==> src/rtl/bcd_converter.sv <==
// Sequential binary-to-packed-BCD converter (shift-add-3).
// One double-dabble iteration per clock, start/done handshake,
// saturation to all nines with an overflow flag, and a leading-zero
// blank mask for the seven-segment display driver.
module bcd_converter #(
   parameter int WIDTH  = 14,
   parameter int DIGITS = 4
) (
   input  logic                Clk,
   input  logic                Reset,
   input  logic                Start,
   input  logic [WIDTH-1:0]    DataIn,
   output logic                Busy,
   output logic                Done,
   output logic [4*DIGITS-1:0] BcdOut,
   output logic                Overflow,
   output logic [DIGITS-1:0]   BlankMask
);

   localparam int BCD_W = 4 * DIGITS;
   localparam int CNT_W = $clog2(WIDTH + 1);

   localparam logic [CNT_W-1:0]  CNT_LOAD    = CNT_W'(WIDTH);
   localparam logic [CNT_W-1:0]  CNT_ONE     = CNT_W'(1);
   // Every digit blanked except the least significant one.
   localparam logic [DIGITS-1:0] BLANK_RESET = ~(DIGITS'(1));

   typedef enum logic [1:0] {
      IDLE,
      SHIFT,
      DONE
   } state_t;

   state_t              state_q,   state_d;
   logic [WIDTH-1:0]    shreg_q,   shreg_d;
   logic [BCD_W-1:0]    scratch_q, scratch_d;
   logic [CNT_W-1:0]    cnt_q,     cnt_d;
   logic                ovf_q,     ovf_d;
   logic [BCD_W-1:0]    bcd_q,     bcd_d;
   logic                ovf_out_q, ovf_out_d;
   logic [DIGITS-1:0]   blank_q,   blank_d;

   logic [BCD_W-1:0]    scratch_adj;
   logic [BCD_W-1:0]    scratch_shift;
   logic                ovf_next;
   logic [BCD_W-1:0]    result_bcd;
   logic [DIGITS-1:0]   result_mask;
   logic                zero_above;
   logic                load;

   // Add-3 correction: any digit of 5 or more is bumped so the shift carries into the next digit.
   always_comb begin
      // NOTE: every combinational output gets a default first so no path leaves it unassigned (no latch).
      scratch_adj = scratch_q;
      for (int i = 0; i < DIGITS; i++) begin
         if (scratch_q[4*i +: 4] >= 4'd5) begin
            scratch_adj[4*i +: 4] = scratch_q[4*i +: 4] + 4'd3;
         end
      end
   end

   // One iteration's shift, sticky overflow, and the saturated result/blank mask it would yield.
   always_comb begin
      scratch_shift = {scratch_adj[BCD_W-2:0], shreg_q[WIDTH-1]};
      ovf_next      = ovf_q | scratch_adj[BCD_W-1];
      result_bcd    = ovf_next ? {DIGITS{4'h9}} : scratch_shift;
      result_mask   = '0;
      zero_above    = 1'b1;
      for (int i = DIGITS - 1; i >= 1; i--) begin
         zero_above     = zero_above & (result_bcd[4*i +: 4] == 4'h0);
         result_mask[i] = zero_above;
      end
   end

   // Next-state, datapath update and handshake outputs.
   always_comb begin
      state_d   = state_q;
      shreg_d   = shreg_q;
      scratch_d = scratch_q;
      cnt_d     = cnt_q;
      ovf_d     = ovf_q;
      bcd_d     = bcd_q;
      ovf_out_d = ovf_out_q;
      blank_d   = blank_q;
      Busy      = 1'b0;
      Done      = 1'b0;
      load      = 1'b0;

      case (state_q)
         IDLE: begin
            load = Start;
         end
         SHIFT: begin
            Busy      = 1'b1;
            shreg_d   = shreg_q << 1;
            scratch_d = scratch_shift;
            ovf_d     = ovf_next;
            cnt_d     = cnt_q - CNT_ONE;
            if (cnt_q == CNT_ONE) begin
               state_d   = DONE;
               bcd_d     = result_bcd;
               ovf_out_d = ovf_next;
               blank_d   = result_mask;
            end
         end
         DONE: begin
            Done    = 1'b1;
            state_d = IDLE;
            load    = Start;
         end
         default: begin
            state_d = IDLE;
         end
      endcase

      // A new operand is accepted from IDLE, or straight out of DONE for back-to-back use.
      if (load) begin
         state_d   = SHIFT;
         shreg_d   = DataIn;
         scratch_d = '0;
         ovf_d     = 1'b0;
         cnt_d     = CNT_LOAD;
      end
   end

   // State and datapath registers with synchronous active-low reset.
   always_ff @(posedge Clk) begin
      // NOTE: sequential state uses non-blocking assignments so all registers update from pre-edge values.
      if (!Reset) begin
         state_q   <= IDLE;
         shreg_q   <= '0;
         scratch_q <= '0;
         cnt_q     <= '0;
         ovf_q     <= 1'b0;
         bcd_q     <= '0;
         ovf_out_q <= 1'b0;
         blank_q   <= BLANK_RESET;
      end else begin
         state_q   <= state_d;
         shreg_q   <= shreg_d;
         scratch_q <= scratch_d;
         cnt_q     <= cnt_d;
         ovf_q     <= ovf_d;
         bcd_q     <= bcd_d;
         ovf_out_q <= ovf_out_d;
         blank_q   <= blank_d;
      end
   end

   assign BcdOut    = bcd_q;
   assign Overflow  = ovf_out_q;
   assign BlankMask = blank_q;

endmodule

==> config.mk <==
export PLATFORM = sky130hd
export DESIGN_NAME = bcd_converter
export DESIGN_NICKNAME = d
export VERILOG_FILES = /design/src/rtl/bcd_converter.sv
export SDC_FILE = /design/constraint.sdc
export NUM_CORES = 1
export LEC_CHECK = 0
export BUFFER_PORTS_ARGS = -buffer_cell sky130_fd_sc_hd__buf_2
export CORE_MARGIN = 4
export CORE_UTILIZATION = 60
export CTS_CLUSTER_DIAMETER = 50
export DETAILED_ROUTE_END_ITERATION = 8
export HOLD_SLACK_MARGIN = 0.1
export PLACE_DENSITY = 0.9
export SETUP_SLACK_MARGIN = 0.05
export SLEW_MARGIN = 20
export SYNTH_ARGS = -nofsm -noshare
export SYNTH_HDL_FRONTEND = slang
export SYNTH_SLANG_ARGS = --single-unit
==> constraint.sdc <==
create_clock -name Clk -period 5.3 [get_ports Clk]
set_input_delay 0 -clock Clk [delete_from_list [all_inputs] [get_ports Clk]]
set_output_delay 0 -clock Clk [all_outputs]
set_load 0.03 [all_outputs]
### Word-level counts from Yosys, hierarchy flattened

Cells that the tools add are included.

| word-level totals | value |
|---|---|
| bits of input ports | 17 |
| logic and storage cells | 55 |
| register bits after elaboration | 57 |

| cells by class | value |
|---|---|
| muxes and demuxes | 15 |
| equality and inequality tests | 6 |
| reduce and logical (&&, ||, !) cells | 10 |
| add/subtract/negate cells | 5 |
| magnitude comparators | 4 |
| bitwise gates (word level) | 5 |

Operators with widths:

| operator | count |
|---|---|
| 14-bit 2-to-1 mux | 2 |
| 4-bit 2-to-1 mux | 6 |
| 4-bit by 2-bit adder with 4-bit output, second input constant | 4 |
| 4-bit by 3-bit >= comparator with 1-bit output, second input constant | 4 |
| 16-bit 2-to-1 mux | 1 |
| 4-bit logical NOT | 3 |
| 2-bit AND reduction | 3 |
| 4-bit by 1-bit == test with 1-bit output, second input constant | 1 |
| 1-bit 2-to-1 mux | 4 |
| 2-bit != test, second input constant | 2 |
| 2-bit case mux with 2 select lines | 1 |
| 2-bit OR reduction | 2 |
| 4-bit by 1-bit subtractor with 4-bit output, second input constant | 1 |
| 3-bit != test, second input constant | 1 |
| 1-bit AND | 2 |
| 2-bit by 1-bit == test with 1-bit output, second input constant | 1 |
| 2-bit == test, second input constant | 1 |
| 2-bit logical NOT | 1 |
| 2-bit 2-to-1 mux | 1 |
| 1-bit NOT | 2 |
| 2-bit nonzero test | 1 |
| 1-bit OR | 1 |

### Longest topological paths before layout

Gate-level depths: netlist of the first run.

| depth | value |
|---|---|
| depth in word-level cells | 7 |
| depth in mapped cells | 8 |

### Worst setup path before layout of the first run

No wires, ideal clock.

| timing | value |
|---|---|
| path kind | flip-flop to flip-flop |
| start | reg scratch_q[13] |
| end | reg blank_q[1] (netlist: BlankMask[1]) |
| cell stages (with the launch flop) | 9 |
| buffers on the path | 0 |
| setup slack | 3,251 ps |
| arrival time | 1,976 ps |
| clock period less this slack | 2,049 ps |
| library setup time | 73 ps |
| cell sequence | dfxtp_1 inv_1 ha_1 nand2b_1 nor3b_1 nor3_4 nand4b_1 or4_4 o211ai_2 |

| on the way | value |
|---|---|
| longest elaborated chain between the ends | 7 |
| elaborated cells on any way between the ends | 10 |
| classes of those cells | add/sub: 1; order compare: 1; mux: 2; bitwise: 3; reduce/logical: 3 |

Ends and longest elaborated chain:

| what | line | source |
|---|---|---|
| start: declaration | 36 | `logic [BCD_W-1:0] scratch_q, scratch_d;` |
| start signal: assignment | 141 | `scratch_q <= scratch_d;` |
| 4-bit by 2-bit adder with 4-bit output / 4-bit by 3-bit >= comparator with 1-bit output (equally long branches) | 57, 56 |  |
| 4-bit 2-to-1 mux * | 56 | `if (scratch_q[4*i +: 4] >= 4'd5) begin` |
| 1-bit OR | 65 | `ovf_next = ovf_q \| scratch_adj[BCD_W-1];` |
| 16-bit 2-to-1 mux * | 66 | `result_bcd = ovf_next ? {DIGITS{4'h9}} : scratch_shift;` |
| 4-bit logical NOT | 70 | `zero_above = zero_above & (result_bcd[4*i +: 4] == 4'h0);` |
| 1-bit AND | 70 |  |
| 1-bit AND * | 70 |  |
| end signal: assignment | 146 | `blank_q <= blank_d;` |
| end: declaration | 41 | `logic [DIGITS-1:0] blank_q, blank_d;` |

Mark *: on every way between the ends. The rest lies on a longest branch, timed or not.
A chain may end at the register's enable or synchronous reset.

### Worst setup path after layout of the first run

| timing | value |
|---|---|
| start | reg state_q[1] |
| end | reg blank_q[1] (netlist: BlankMask[1]) |

| on the way | value |
|---|---|
| longest elaborated chain between the ends | 2 |

Ends and longest elaborated chain:

| what | line | source |
|---|---|---|
| start: declaration | 34 | `state_t state_q, state_d;` |
| start signal: assignment | 139 | `state_q <= state_d;` |
| 2-bit by 1-bit == test with 1-bit output | 89 | `case (state_q)` |
| 2-bit AND reduction (no line) | n/a |  |

No other way between the ends.

==> out/results.md, run 1 <==
| Step | Quantity | Value |
| --- | --- | --- |
| outcome | Result of the run | finished, final reports clean |
| detailed routing | Number of search-and-repair iterations in the first detailed-routing pass | 4 |
| die | Die boundary width | 73.6 um |
| grt | Global-route wire length before repair | 9630 um |
| critical path | Reg2Reg Depth | 7 |
| critical path | Cell family with most CP delay | simple AND/OR/NAND/NOR gates |
| critical path | Crit path DAT | 3500 ps |
| timing | Worst Tran Pin Value | 1040 ps |
| die | Area of the die | 5410 um^2 |
| timing | Fmax achieved | 0.308 GHz |
| job | Max Cap Violations | 0 |
| critical path | Slowest library cell on the worst path | sky130_fd_sc_hd__nor3_4 |
| worst hold path | Hold path cells | 2 |
| synth | Number of library cell types mapped by synthesis | 37 |
| detailed routing | DRC marker count from the first detailed-route iteration | 183 |
| die | Die span in y | 73.6 um |
| pwr | Total chip power | 938 uW |
| grt | Total congestion overflow after global routing | 0 |
| detailed routing | WL per Instance | 14.4 um |
| grt | Largest net degree at the start of global routing | 40 |
| final layout | Most common cell after layout, fill and taps aside | sky130_fd_sc_hd__dfxtp_1 |
| place | Final weighted congestion of routability-driven global placement | 0.800 |
| place | Quantity of I/O buffers inserted on ports | 38 |
| timing | Period Utilization, post-route | 61.3% |
| detailed routing | Post-DRT Antenna Nets | 0 |
| critical path | Launching point of the worst reg2reg path | state_q[1] |
| timing | Final Max Slew Viols | 0 |
| final layout | Inserted Diodes | 0 |
| synth | Number of synthesized flops with an enable pin | 0 |
| synth | Net count after synthesis | 327 |
| clock tree | H-tree depth | 3 |
| clock tree | Clock tree from TritonCTS | yes |
| pwr | Leakage Power | 1.33 nW |
| synth | Number of cells produced by synthesis | 300 |
| detailed routing | Count of vias placed by the detailed router | 2311 |
| detailed routing | DRC | 0 |
| detailed routing | Detail-routed via count per cell | 5.82 |
| final layout | Area growth from synthesis to final layout | 19.0% |
| clock tree | Post-CTS Setup Repair Bufs | 0 |
| grt | Initial antenna violation count | 0 |
| worst hold path | End point of the most critical hold path | BlankMask[1] |
| critical path | Largest stage delay on the critical path | 630 ps |
| critical path | Endpoint class of the critical path | flop |
| grt | Number of global-route vias before repair | 2229 |
| final layout | Multi-input logic area | 1310 um^2 |
| worst hold path | Hold_sp | Reset |
| clock tree | CTS Root Buffer Type | sky130_fd_sc_hd__clkbuf_8 |
| pwr | VDD IR-drop max | 0.000232 V |
| synth | Post-Synthesis Cell Area | 2580 um^2 |
| detailed routing | Sum of routed wire length over all layers | 5720 um |
| timing | Slew Limit Headroom | 30.4% |
| timing | Unrepaired setup endpoints after global routing | no |
| clock tree | CTS Buffer Depth | 2 |
| final layout | Layout cell share with drive strength beyond 1 | 16.4% |
| critical path | Setup slack on the worst flop-to-flop path | 2050 ps |
| synth | Yosys warnings | 0 |
| worst hold path | Worst hold path type | input pin to flop |
| critical path | Data required time of the worst path | 5560 ps |
| final layout | Final Instance Area | 3070 um^2 |
| place | Instance area after placement | 2760 um^2 |
| timing | Time the final worst path needs with I/O delays and setup | 3250 ps |
| final layout | Top library cells by usage in the layout, fill and taps aside | sky130_fd_sc_hd__dfxtp_1 (57), sky130_fd_sc_hd__buf_2 (38), sky130_fd_sc_hd__nand2_1 (37) |
| clock tree | Clock buffer count from CTS | 9 |
| die | Top Ports | 40 |
| clock tree | Post-CTS clock slew at the launch and capture registers of the worst setup and hold paths | 60 ps |
| final layout | Count of filler cells inserted in the layout | 305 |
| critical path | Startpoint type of the worst setup path | flop |
| die | Starting density of the core | 63.1% |
| synth | Portion of the post-synthesis area used by sequential elements | 44.3% |
| synth | Async set-reset flop share out of synthesis | 0% |
| final layout | Total number of nets in the final design | 372 |
| clock tree | Insertion delay of the later-clocked pin in the worst-skew pair | 330 ps |
| final layout | Reg area | 1140 um^2 |
| timing | Final Hold Viols | 0 |
| timing | Setup TNS after final layout | 0 ps |
| pwr | Power per cell area | 306 nW/um^2 |
| clock tree | Clock net sink count | 57 |
| synth | Dominant register cell in the synthesized netlist | sky130_fd_sc_hd__dfxtp_1 |
| critical path | Largest driver fanout on the critical path | 36 |
| critical path | Crit-path cells | nand2b_1, clkinv_4, nand2_4, nor3_4, nand4b_1, or4_4, o211ai_2 |
| die | Site row count | 23 |
| timing | Final setup violation count | 0 |
| synth | Mean post-synth cell area | 8.60 um^2 |
| critical path | Worst path buffer plus inverter count | 1 |
| critical path | Critical path class | flop to flop |
| die | Std-Cell Core Area | 4090 um^2 |
| place | Hpwl dp | 3770 um |
| critical path | R2r endpoint | BlankMask[1] |
| timing | Post-route clock skew | 4.25 ps |
| grt | GRT Overall Usage | 23.0% |
| synth | Synthesized flop and latch total | 57 |
-- Yosys cell counts (all sizes together), types with 6 or more instances --
cell type	instances	area share [%]
nand2b	6	1.5
nor3b	9	3.1
dfxtp	57	44
xnor2	6	2.0
nand3	9	1.7
clkbuf	17	2.5
o211a	7	2.7
ha	10	4.9
o21ai	16	3.1
a211oi	6	1.7
inv	11	1.6
nor2	29	4.2
a21oi	30	5.8
a22oi	8	2.3
nand2	38	5.8
nor2b	9	2.2
o221ai	7	2.4
-- cell families after synthesis --
group	after synthesis	synth area share, %
adders and majority gates	10	4.85
other	1	0.145
AOI/OAI and AO/OA	81	20.3
muxes	5	1.94
xor gates and xnor gates	7	2.38
DFF	57	44.3
and+or+nand+nor	108	21.2
buffers and inverters	31	5.00
-- power breakdown --
group	internal (mW)	total, mW	switching (mW)	leakage, nW
Sequential	0.449	0.465	0.0158	0.465
Combinational	0.0494	0.120	0.0707	0.773
Clock	0.200	0.353	0.153	0.0875
Total	0.699	0.938	0.239	1.33
-- area by class of cell --
type                            instances  share of cell area, %
Timing Repair Buffer                   53                   11.0
Clock buffer                           13                   5.50
Sequential cell                        57                   37.2
Inverter                               12                   1.63
Tap cell                               50                   2.04
Multi-Input combinational cell        212                   42.6
-- state kept, by name (all words and copies together) (netlist names) --
name and count:
cnt_q 4, scratch_q 16, state_q 2, BlankMask 3
BcdOut 16, shreg_q 14, ovf_q 1, Overflow 1
-- how the worst max path moves through the flow --
stage | slack, ps | endpoint | cells past startpoint | start
floorplan | 3250 | BlankMask[1] | 8 | scratch_q[13]
global placement | 2230 | BlankMask[1] | 7 | state_q[1]
detailed placement | 2110 | BlankMask[1] | 7 | state_q[1]
CTS | 2080 | BlankMask[1] | 7 | state_q[1]
global route | 1840 | BlankMask[1] | 7 | state_q[1]
finish | 2050 | BlankMask[1] | 7 | state_q[1]
-- worst register-to-register path, cell delays in order, from the launching register on --
cell and delay [ps]:
sky130_fd_sc_hd__dfxtp_1 300, sky130_fd_sc_hd__nand2b_1 610, sky130_fd_sc_hd__clkinv_4 480, sky130_fd_sc_hd__nand2_4 210, sky130_fd_sc_hd__nor3_4 640, sky130_fd_sc_hd__nand4b_1 240
sky130_fd_sc_hd__or4_4 540, sky130_fd_sc_hd__o211ai_2 160
-- timing repair --
action,in CTS,in global routing
resized for setup,0,0
hold buffers,14,0
setup endpoints to repair,0,0
hold endpoints to repair,14,0
-- metrics by stage --
stage | worst slack [ps] | utilization (%) | std cells | hold slack [ps]
after floorplan | 3250 | - | 300 | 156
after global placement | 2230 | 67.5 | 370 | 240
after detailed placement | 2110 | 67.5 | 370 | 244
after CTS | 2080 | 75.1 | 397 | 139
after global routing | 1840 | 75.1 | 397 | 176
final | 2050 | 75.1 | 397 | 152
-- per-layer routing --
layer | GRT usage (%) | share of wire (%)
met2 | 40.0 | 51
met5 | 0 | 0
met1 | 25.9 | 42
met4 | 11.5 | 1.8
met3 | 5.61 | 5.2
No activity file was read; power rests on OpenSTA's default activity.
==> run 2, diff against run 1 <==
--- a/config.mk
+++ b/config.mk
@@ -7,11 +7,11 @@
 export LEC_CHECK = 0
 export BUFFER_PORTS_ARGS = -buffer_cell sky130_fd_sc_hd__buf_2
 export CORE_MARGIN = 4
-export CORE_UTILIZATION = 60
+export CORE_UTILIZATION = 56
 export CTS_CLUSTER_DIAMETER = 50
 export DETAILED_ROUTE_END_ITERATION = 8
 export HOLD_SLACK_MARGIN = 0.1
-export PLACE_DENSITY = 0.9
+export PLACE_DENSITY = 0.85
 export SETUP_SLACK_MARGIN = 0.05
 export SLEW_MARGIN = 20
 export SYNTH_ARGS = -nofsm -noshare
==> constraint.sdc (replaced) <==
create_clock -name Clk -period 3.2 [get_ports Clk]
set_input_delay 0 -clock Clk [delete_from_list [all_inputs] [get_ports Clk]]
set_output_delay 0 -clock Clk [all_outputs]
set_load 0.03 [all_outputs]
==> run 2 against run 1 <==
Compared with the run above:
- cell area is 0.73% higher
- sequential power is 65% higher
- worst setup slack worse by 1000 ps
- combinational power is 66% higher
- wire length is 0.91% higher
- largest cell class unchanged
==> out/results.md, run 2 (synthesis results as in run 1) <==
| Step | Quantity | Value |
| --- | --- | --- |
| grt | Number of global-route vias before repair | 2129 |
| die | Die span in y | 75.9 um |
| pwr | Leakage Power | 1.34 nW |
| die | Top Ports | 40 |
| clock tree | CTS Root Buffer Type | sky130_fd_sc_hd__clkbuf_8 |
| timing | Final Max Slew Viols | 0 |
| die | Site row count | 24 |
| place | Final weighted congestion of routability-driven global placement | 0.789 |
| grt | Layer carrying the most global-route usage | met2 |
| clock tree | Number of hold-repair buffers added at the cts stage | 14 |
| timing | Fmax achieved | 0.464 GHz |
| detailed routing | Count of vias placed by the detailed router | 2289 |
| critical path | Slowest library cell on the worst path | sky130_fd_sc_hd__or4_4 |
| detailed routing | DRC | 0 |
| timing | Final Hold Viols | 0 |
| grt | Largest net degree at the start of global routing | 40 |
| final layout | Count of filler cells inserted in the layout | 340 |
| critical path | R2r endpoint | BlankMask[1] |
| final layout | Top library cells by usage in the layout, fill and taps aside | sky130_fd_sc_hd__dfxtp_1 (57), sky130_fd_sc_hd__buf_2 (38), sky130_fd_sc_hd__nand2_1 (37) |
| worst hold path | Worst hold path type | input pin to flop |
| timing | Final setup violation count | 0 |
| critical path | Data required time of the worst path | 3470 ps |
| critical path | Launching point of the worst reg2reg path | scratch_q[13] |
| final layout | Layout cell share with drive strength beyond 1 | 17.3% |
| final layout | Most common cell after layout, fill and taps aside | sky130_fd_sc_hd__dfxtp_1 |
| timing | Post-route clock skew | 7.17 ps |
| critical path | Cell family with most CP delay | simple AND/OR/NAND/NOR gates |
| critical path | Worst path buffer plus inverter count | 1 |
| final layout | Final core occ | 70.0% |
| timing | Slew Limit Headroom | 55.6% |
| critical path | Critical path class | flop to flop |
| grt | Global-route wire length before repair | 9730 um |
| place | Instance area after placement | 2780 um^2 |
| detailed routing | Sum of routed wire length over all layers | 5770 um |
| timing | Time the final worst path needs with I/O delays and setup | 2150 ps |
| critical path | Endpoint of the most critical setup path | BlankMask[1] |
| critical path | Stages on worst setup path | 8 |
| clock tree | Insertion delay of the later-clocked pin in the worst-skew pair | 340 ps |
| detailed routing | WL per Instance | 14.3 um |
| pwr | Power per cell area | 506 nW/um^2 |
| detailed routing | Post-DRT Antenna Nets | 0 |
| place | Hpwl dp | 3770 um |
| timing | Worst Tran Pin Value | 664 ps |
| outcome | Result of the run | finished, final reports clean |
| critical path | Largest stage delay on the critical path | 510 ps |
| detailed routing | Number of search-and-repair iterations in the first detailed-routing pass | 4 |
| pwr | VDD IR-drop max | 0.000357 V |
| critical path | Setup slack on the worst flop-to-flop path | 1050 ps |
| clock tree | Clock net sink count | 57 |
| final layout | Final Instance Area | 3090 um^2 |
| job | Max Cap Violations | 0 |
| critical path | Endpoint class of the critical path | flop |
| grt | Initial antenna violation count | 0 |
| grt | Met1 demand-to-capacity share in global routing | 26.0% |
| clock tree | Clock tree from TritonCTS | yes |
| timing | Setup TNS after final layout | 0 ps |
| die | Die boundary width | 75.9 um |
| timing | Period Utilization, post-route | 67.3% |
| grt | Total congestion overflow after global routing | 0 |
| grt | GRT Overall Usage | 22.8% |
| clock tree | Clock buffer count from CTS | 9 |
| critical path | Critical Path Source | scratch_q[13] |
| critical path | Crit path DAT | 2420 ps |
| clock tree | CTS Buffer Depth | 2 |
| die | Area of the die | 5750 um^2 |
| critical path | Crit-path cells | inv_1, ha_1, nand2b_1, a21oi_1, xnor2_1, nand4b_1, or4_4, o211ai_2 |
| grt | Met3 track utilization from global routing | 7.78% |
| die | Starting density of the core | 58.4% |
| grt | GRT met2 Usage | 38.0% |
| detailed routing | Detail-routed via count per cell | 5.67 |
| clock tree | Post-CTS Setup Repair Bufs | 0 |
| clock tree | Post-CTS clock slew at the launch and capture registers of the worst setup and hold paths | 60 ps |
| final layout | Total number of nets in the final design | 374 |
| detailed routing | DRC marker count from the first detailed-route iteration | 146 |
| critical path | Largest driver fanout on the critical path | 4 |
| final layout | Inserted Diodes | 0 |
| clock tree | Post-cts repair resize count | 0 |
| timing | Unrepaired setup endpoints after global routing | no |
| clock tree | H-tree depth | 3 |
| critical path | Reg2Reg Depth | 8 |
| final layout | Area growth from synthesis to final layout | 19.9% |
| die | Std-Cell Core Area | 4410 um^2 |
| critical path | Startpoint type of the worst setup path | flop |
| place | Quantity of I/O buffers inserted on ports | 38 |
-- run 2: layer usage --
layer	vias up	share of wire (%)
met1	1084	41
met2	59	51
li1	1135	-
met3	11	5.9
met4	0	2.1
met5	-	0
-- run 2: worst min-delay path by stage --
stage | start | end | slack, ps | depth (start not counted)
2_1_floorplan | DataIn[13] | shreg_q[13] | 160 | 1
3_3_place_gp | DataIn[5] | shreg_q[5] | 240 | 2
3_5_place_dp | DataIn[5] | shreg_q[5] | 250 | 2
4_1_cts | Reset | BlankMask[1] | 130 | 2
5_1_grt | Reset | BlankMask[3] | 170 | 2
6_report | Reset | BlankMask[1] | 130 | 2
-- run 2: layout make-up --
cell class              instances  area (um^2)  share of cell area, %
multi-input cells             212         1310                   42.3
flip-flops and latches         57         1140                   36.9
repair buffers                 55          353                   11.4
clock buffers                  13          159                   5.14
well taps                      52         65.1                   2.10
inverters                      12         50.0                   1.62
clock inverters                 3         15.0                  0.486
-- run 2: power breakdown --
group	leakage [nW]	switching [mW]	internal (mW)	total, mW
Sequential	0.465	0.0255	0.744	0.769
Combinational	0.783	0.117	0.0829	0.199
Clock	0.0932	0.276	0.319	0.595
-- run 2: through the flow --
step / setup slack (ps) / power (mW) / std cells / hold slack, ps
floorplan: 1150 / 0.925 / 300 / 156
global placement: 1170 / 0.962 / 374 / 241
detailed placement: 1060 / 0.970 / 374 / 245
CTS: 1040 / 1.57 / 404 / 128
global route: 884 / 1.64 / 404 / 167
finish: 1050 / 1.56 / 404 / 134
==> run 3, diff against run 2 <==
--- a/config.mk
+++ b/config.mk
@@ -7,11 +7,11 @@
 export LEC_CHECK = 0
 export BUFFER_PORTS_ARGS = -buffer_cell sky130_fd_sc_hd__buf_2
 export CORE_MARGIN = 4
-export CORE_UTILIZATION = 56
+export CORE_UTILIZATION = 50
 export CTS_CLUSTER_DIAMETER = 50
 export DETAILED_ROUTE_END_ITERATION = 8
 export HOLD_SLACK_MARGIN = 0.1
-export PLACE_DENSITY = 0.85
+export PLACE_DENSITY = 0.8
 export SETUP_SLACK_MARGIN = 0.05
 export SLEW_MARGIN = 20
 export SYNTH_ARGS = -nofsm -noshare
==> constraint.sdc (replaced) <==
create_clock -name Clk -period 1.9 [get_ports Clk]
set_input_delay 0 -clock Clk [delete_from_list [all_inputs] [get_ports Clk]]
set_output_delay 0 -clock Clk [all_outputs]
set_load 0.03 [all_outputs]
==> run 3 against run 2 <==
Compared with the run above:
- global-route usage down 0.60 points
- combinational power grew 100%
- critical path depth unchanged
- first-iteration DRC count down 34%
- core utilization increased by 1.5 points
==> out/results.md, run 3 (synthesis results as in run 1) <==
| Step | Quantity | Value |
| --- | --- | --- |
| clock tree | H-tree depth | 3 |
| detailed routing | DRC marker count from the first detailed-route iteration | 97 |
| critical path | Endpoint class of the critical path | flop |
| pwr | Power spent charging and discharging nets | 749 uW |
| grt | Number of global-route vias before repair | 2412 |
| die | Starting density of the core | 53.2% |
| detailed routing | Count of vias placed by the detailed router | 2392 |
| final layout | Inserted Diodes | 0 |
| timing | Time the final worst path needs with I/O delays and setup | 1890 ps |
| critical path | Largest driver fanout on the critical path | 5 |
| critical path | Crit-path cells | inv_1, ha_2, nand2b_4, nor3b_1, a21oi_1, nand4b_1, or4_4, o211ai_2 |
| pwr | Leakage Power | 1.51 nW |
| place | Cell total after placement | 400 |
| die | Site row count | 25 |
| timing | Final Hold Viols | 0 |
| detailed routing | Number of search-and-repair iterations in the first detailed-routing pass | 4 |
| clock tree | Post-CTS clock slew at the launch and capture registers of the worst setup and hold paths | 70 ps |
| outcome | Result of the run | finished, final reports clean |
| critical path | Critical path class | flop to flop |
| grt | GRT Overall Usage | 22.2% |
| pwr | P_int | 2.30 mW |
| final layout | Total number of nets in the final design | 398 |
| timing | Period Utilization, post-route | 99.5% |
| pwr | Net switching fraction of the power | 24.6% |
| grt | Initial antenna violation count | 0 |
| place | Quantity of I/O buffers inserted on ports | 38 |
| grt | Largest net degree at the start of global routing | 27 |
| worst hold path | End point of the most critical hold path | cnt_q[2] |
| critical path | Reg2Reg Depth | 8 |
| final layout | Layout cell share with drive strength beyond 1 | 28.3% |
| die | Die boundary width | 79.8 um |
| detailed routing | DRC | 0 |
| clock tree | Clock net sink count | 57 |
| place | Final weighted congestion of routability-driven global placement | 0.780 |
| detailed routing | Sum of routed wire length over all layers | 6460 um |
| detailed routing | WL per Instance | 14.6 um |
| clock tree | CTS Buffer Depth | 2 |
| pwr | Logic pwr share | 13.2% |
| critical path | Startpoint type of the worst setup path | flop |
| detailed routing | Post-DRT Antenna Nets | 0 |
| worst hold path | Hold_sp | Start |
| die | Top Ports | 40 |
| grt | Total congestion overflow after global routing | 0 |
| critical path | Setup slack on the worst flop-to-flop path | 9 ps |
| worst hold path | Worst hold path type | input pin to flop |
| critical path | R2r endpoint | BlankMask[1] |
| critical path | Crit path DAT | 2150 ps |
| pwr | VDD IR-drop max | 0.000691 V |
| timing | Post-route clock skew | 5.47 ps |
| critical path | Data required time of the worst path | 2160 ps |
| timing | Final setup violation count | 0 |
| final layout | Top library cells by usage in the layout, fill and taps aside | sky130_fd_sc_hd__dfxtp_1 (52), sky130_fd_sc_hd__buf_2 (38), sky130_fd_sc_hd__nand2_1 (37) |
| timing | Fmax achieved | 0.529 GHz |
| die | Die span in y | 79.8 um |
| pwr | Share of total power in the clock network | 44.1% |
| clock tree | Clock buffer count from CTS | 9 |
| die | Std-Cell Core Area | 4850 um^2 |
| critical path | Largest stage delay on the critical path | 450 ps |
| die | Area of the die | 6370 um^2 |
| clock tree | Insertion delay of the later-clocked pin in the worst-skew pair | 340 ps |
| job | Max Cap Violations | 0 |
| final layout | Area growth from synthesis to final layout | 34.5% |
| pwr | Share of total power in sequential cells | 42.7% |
| critical path | Slowest library cell on the worst path | sky130_fd_sc_hd__or4_4 |
| place | Hpwl dp | 4000 um |
| timing | Final Max Slew Viols | 0 |
| final layout | Final core occ | 71.5% |
| detailed routing | Detail-routed via count per cell | 5.41 |
| grt | Global-route wire length before repair | 10900 um |
| critical path | Launching point of the worst reg2reg path | scratch_q[8] |
| timing | Unrepaired setup endpoints after global routing | yes |
| clock tree | CTS Root Buffer Type | sky130_fd_sc_hd__clkbuf_8 |
| pwr | Power per cell area | 878 nW/um^2 |
| clock tree | Clock tree from TritonCTS | yes |
| final layout | Cell Count, Final, Fillers Out | 442 |
| final layout | Most common cell after layout, fill and taps aside | sky130_fd_sc_hd__dfxtp_1 |
| worst hold path | Hold path cells | 3 |
run 3: power by group through the flow:
stage	clock [mW]	combinational [mW]	sequential (mW)
after floorplan	0	0.248	1.32
after global placement	0	0.333	1.32
after detailed placement	0	0.344	1.32
after CTS	1.36	0.385	1.30
after global routing	1.41	0.449	1.30
final	1.34	0.403	1.30
run 3: layer usage:
layer / part of all wire (%) / GRT usage, % / wire (um) / up-vias
li1: - / - / - / 1181
met1: 42 / 25.8 / 2740 / 1132
met2: 49 / 37.4 / 3190 / 60
met3: 4.6 / 4.06 / 300 / 19
met4: 3.5 / 14.2 / 223 / 0
met5: 0 / 0 / 0 / -
run 3: worst max path at each step:
stage / start / endpoint / cells after the start
4_1_cts: scratch_q[5] / BlankMask[1] / 8
3_5_place_dp: scratch_q[5] / BlankMask[1] / 8
5_1_grt: scratch_q[8] / BlankMask[1] / 8
6_report: scratch_q[8] / BlankMask[1] / 8
2_1_floorplan: scratch_q[13] / BlankMask[1] / 8
3_3_place_gp: scratch_q[9] / BlankMask[1] / 7
run 3: area by class of cell:
| class | instances | area (um^2) |
|---|---|---|
| clock buffers | 9 | 124 |
| clock inverters | 6 | 108 |
| fillers | 375 | 1380 |
| inverters | 12 | 52.6 |
| multi-input cells | 212 | 1400 |
| flip-flops and latches | 57 | 1150 |
| well taps | 67 | 83.8 |
| repair buffers | 79 | 554 |
run 3: stage by stage:
step | cell area, um^2 | TNS, ps | hold WS [ps] | setup WS (ps) | power [mW]
final | 3470 | 0 | 255 | 8.83 | 3.04
after detailed placement | 2920 | -64.5 | 245 | -64.5 | 1.67
after CTS | 3410 | 0 | 246 | 40.7 | 3.05
after floorplan | 2620 | 0 | 156 | 0.447 | 1.57
after global routing | 3470 | -144 | 331 | -106 | 3.17
after global placement | 2920 | 0 | 241 | 38.8 | 1.65
run 3: critical path: cells and delay by family, from the launching register on:
kind | cells | cell delay, ps
adders and majority gates | 1 | 230
buffers and inverters | 1 | 60
and+or+nand+nor | 4 | 820
DFF | 1 | 350
AOI/OAI and AO/OA | 2 | 370
run 3: what timing repair did:
item,CTS,global route
resized for setup,8,14
endpoints found under the hold margin,18,0
pin swaps,3,0
setup endpoints to repair,2,3
hold buffers,18,0
buffers inserted,7,3
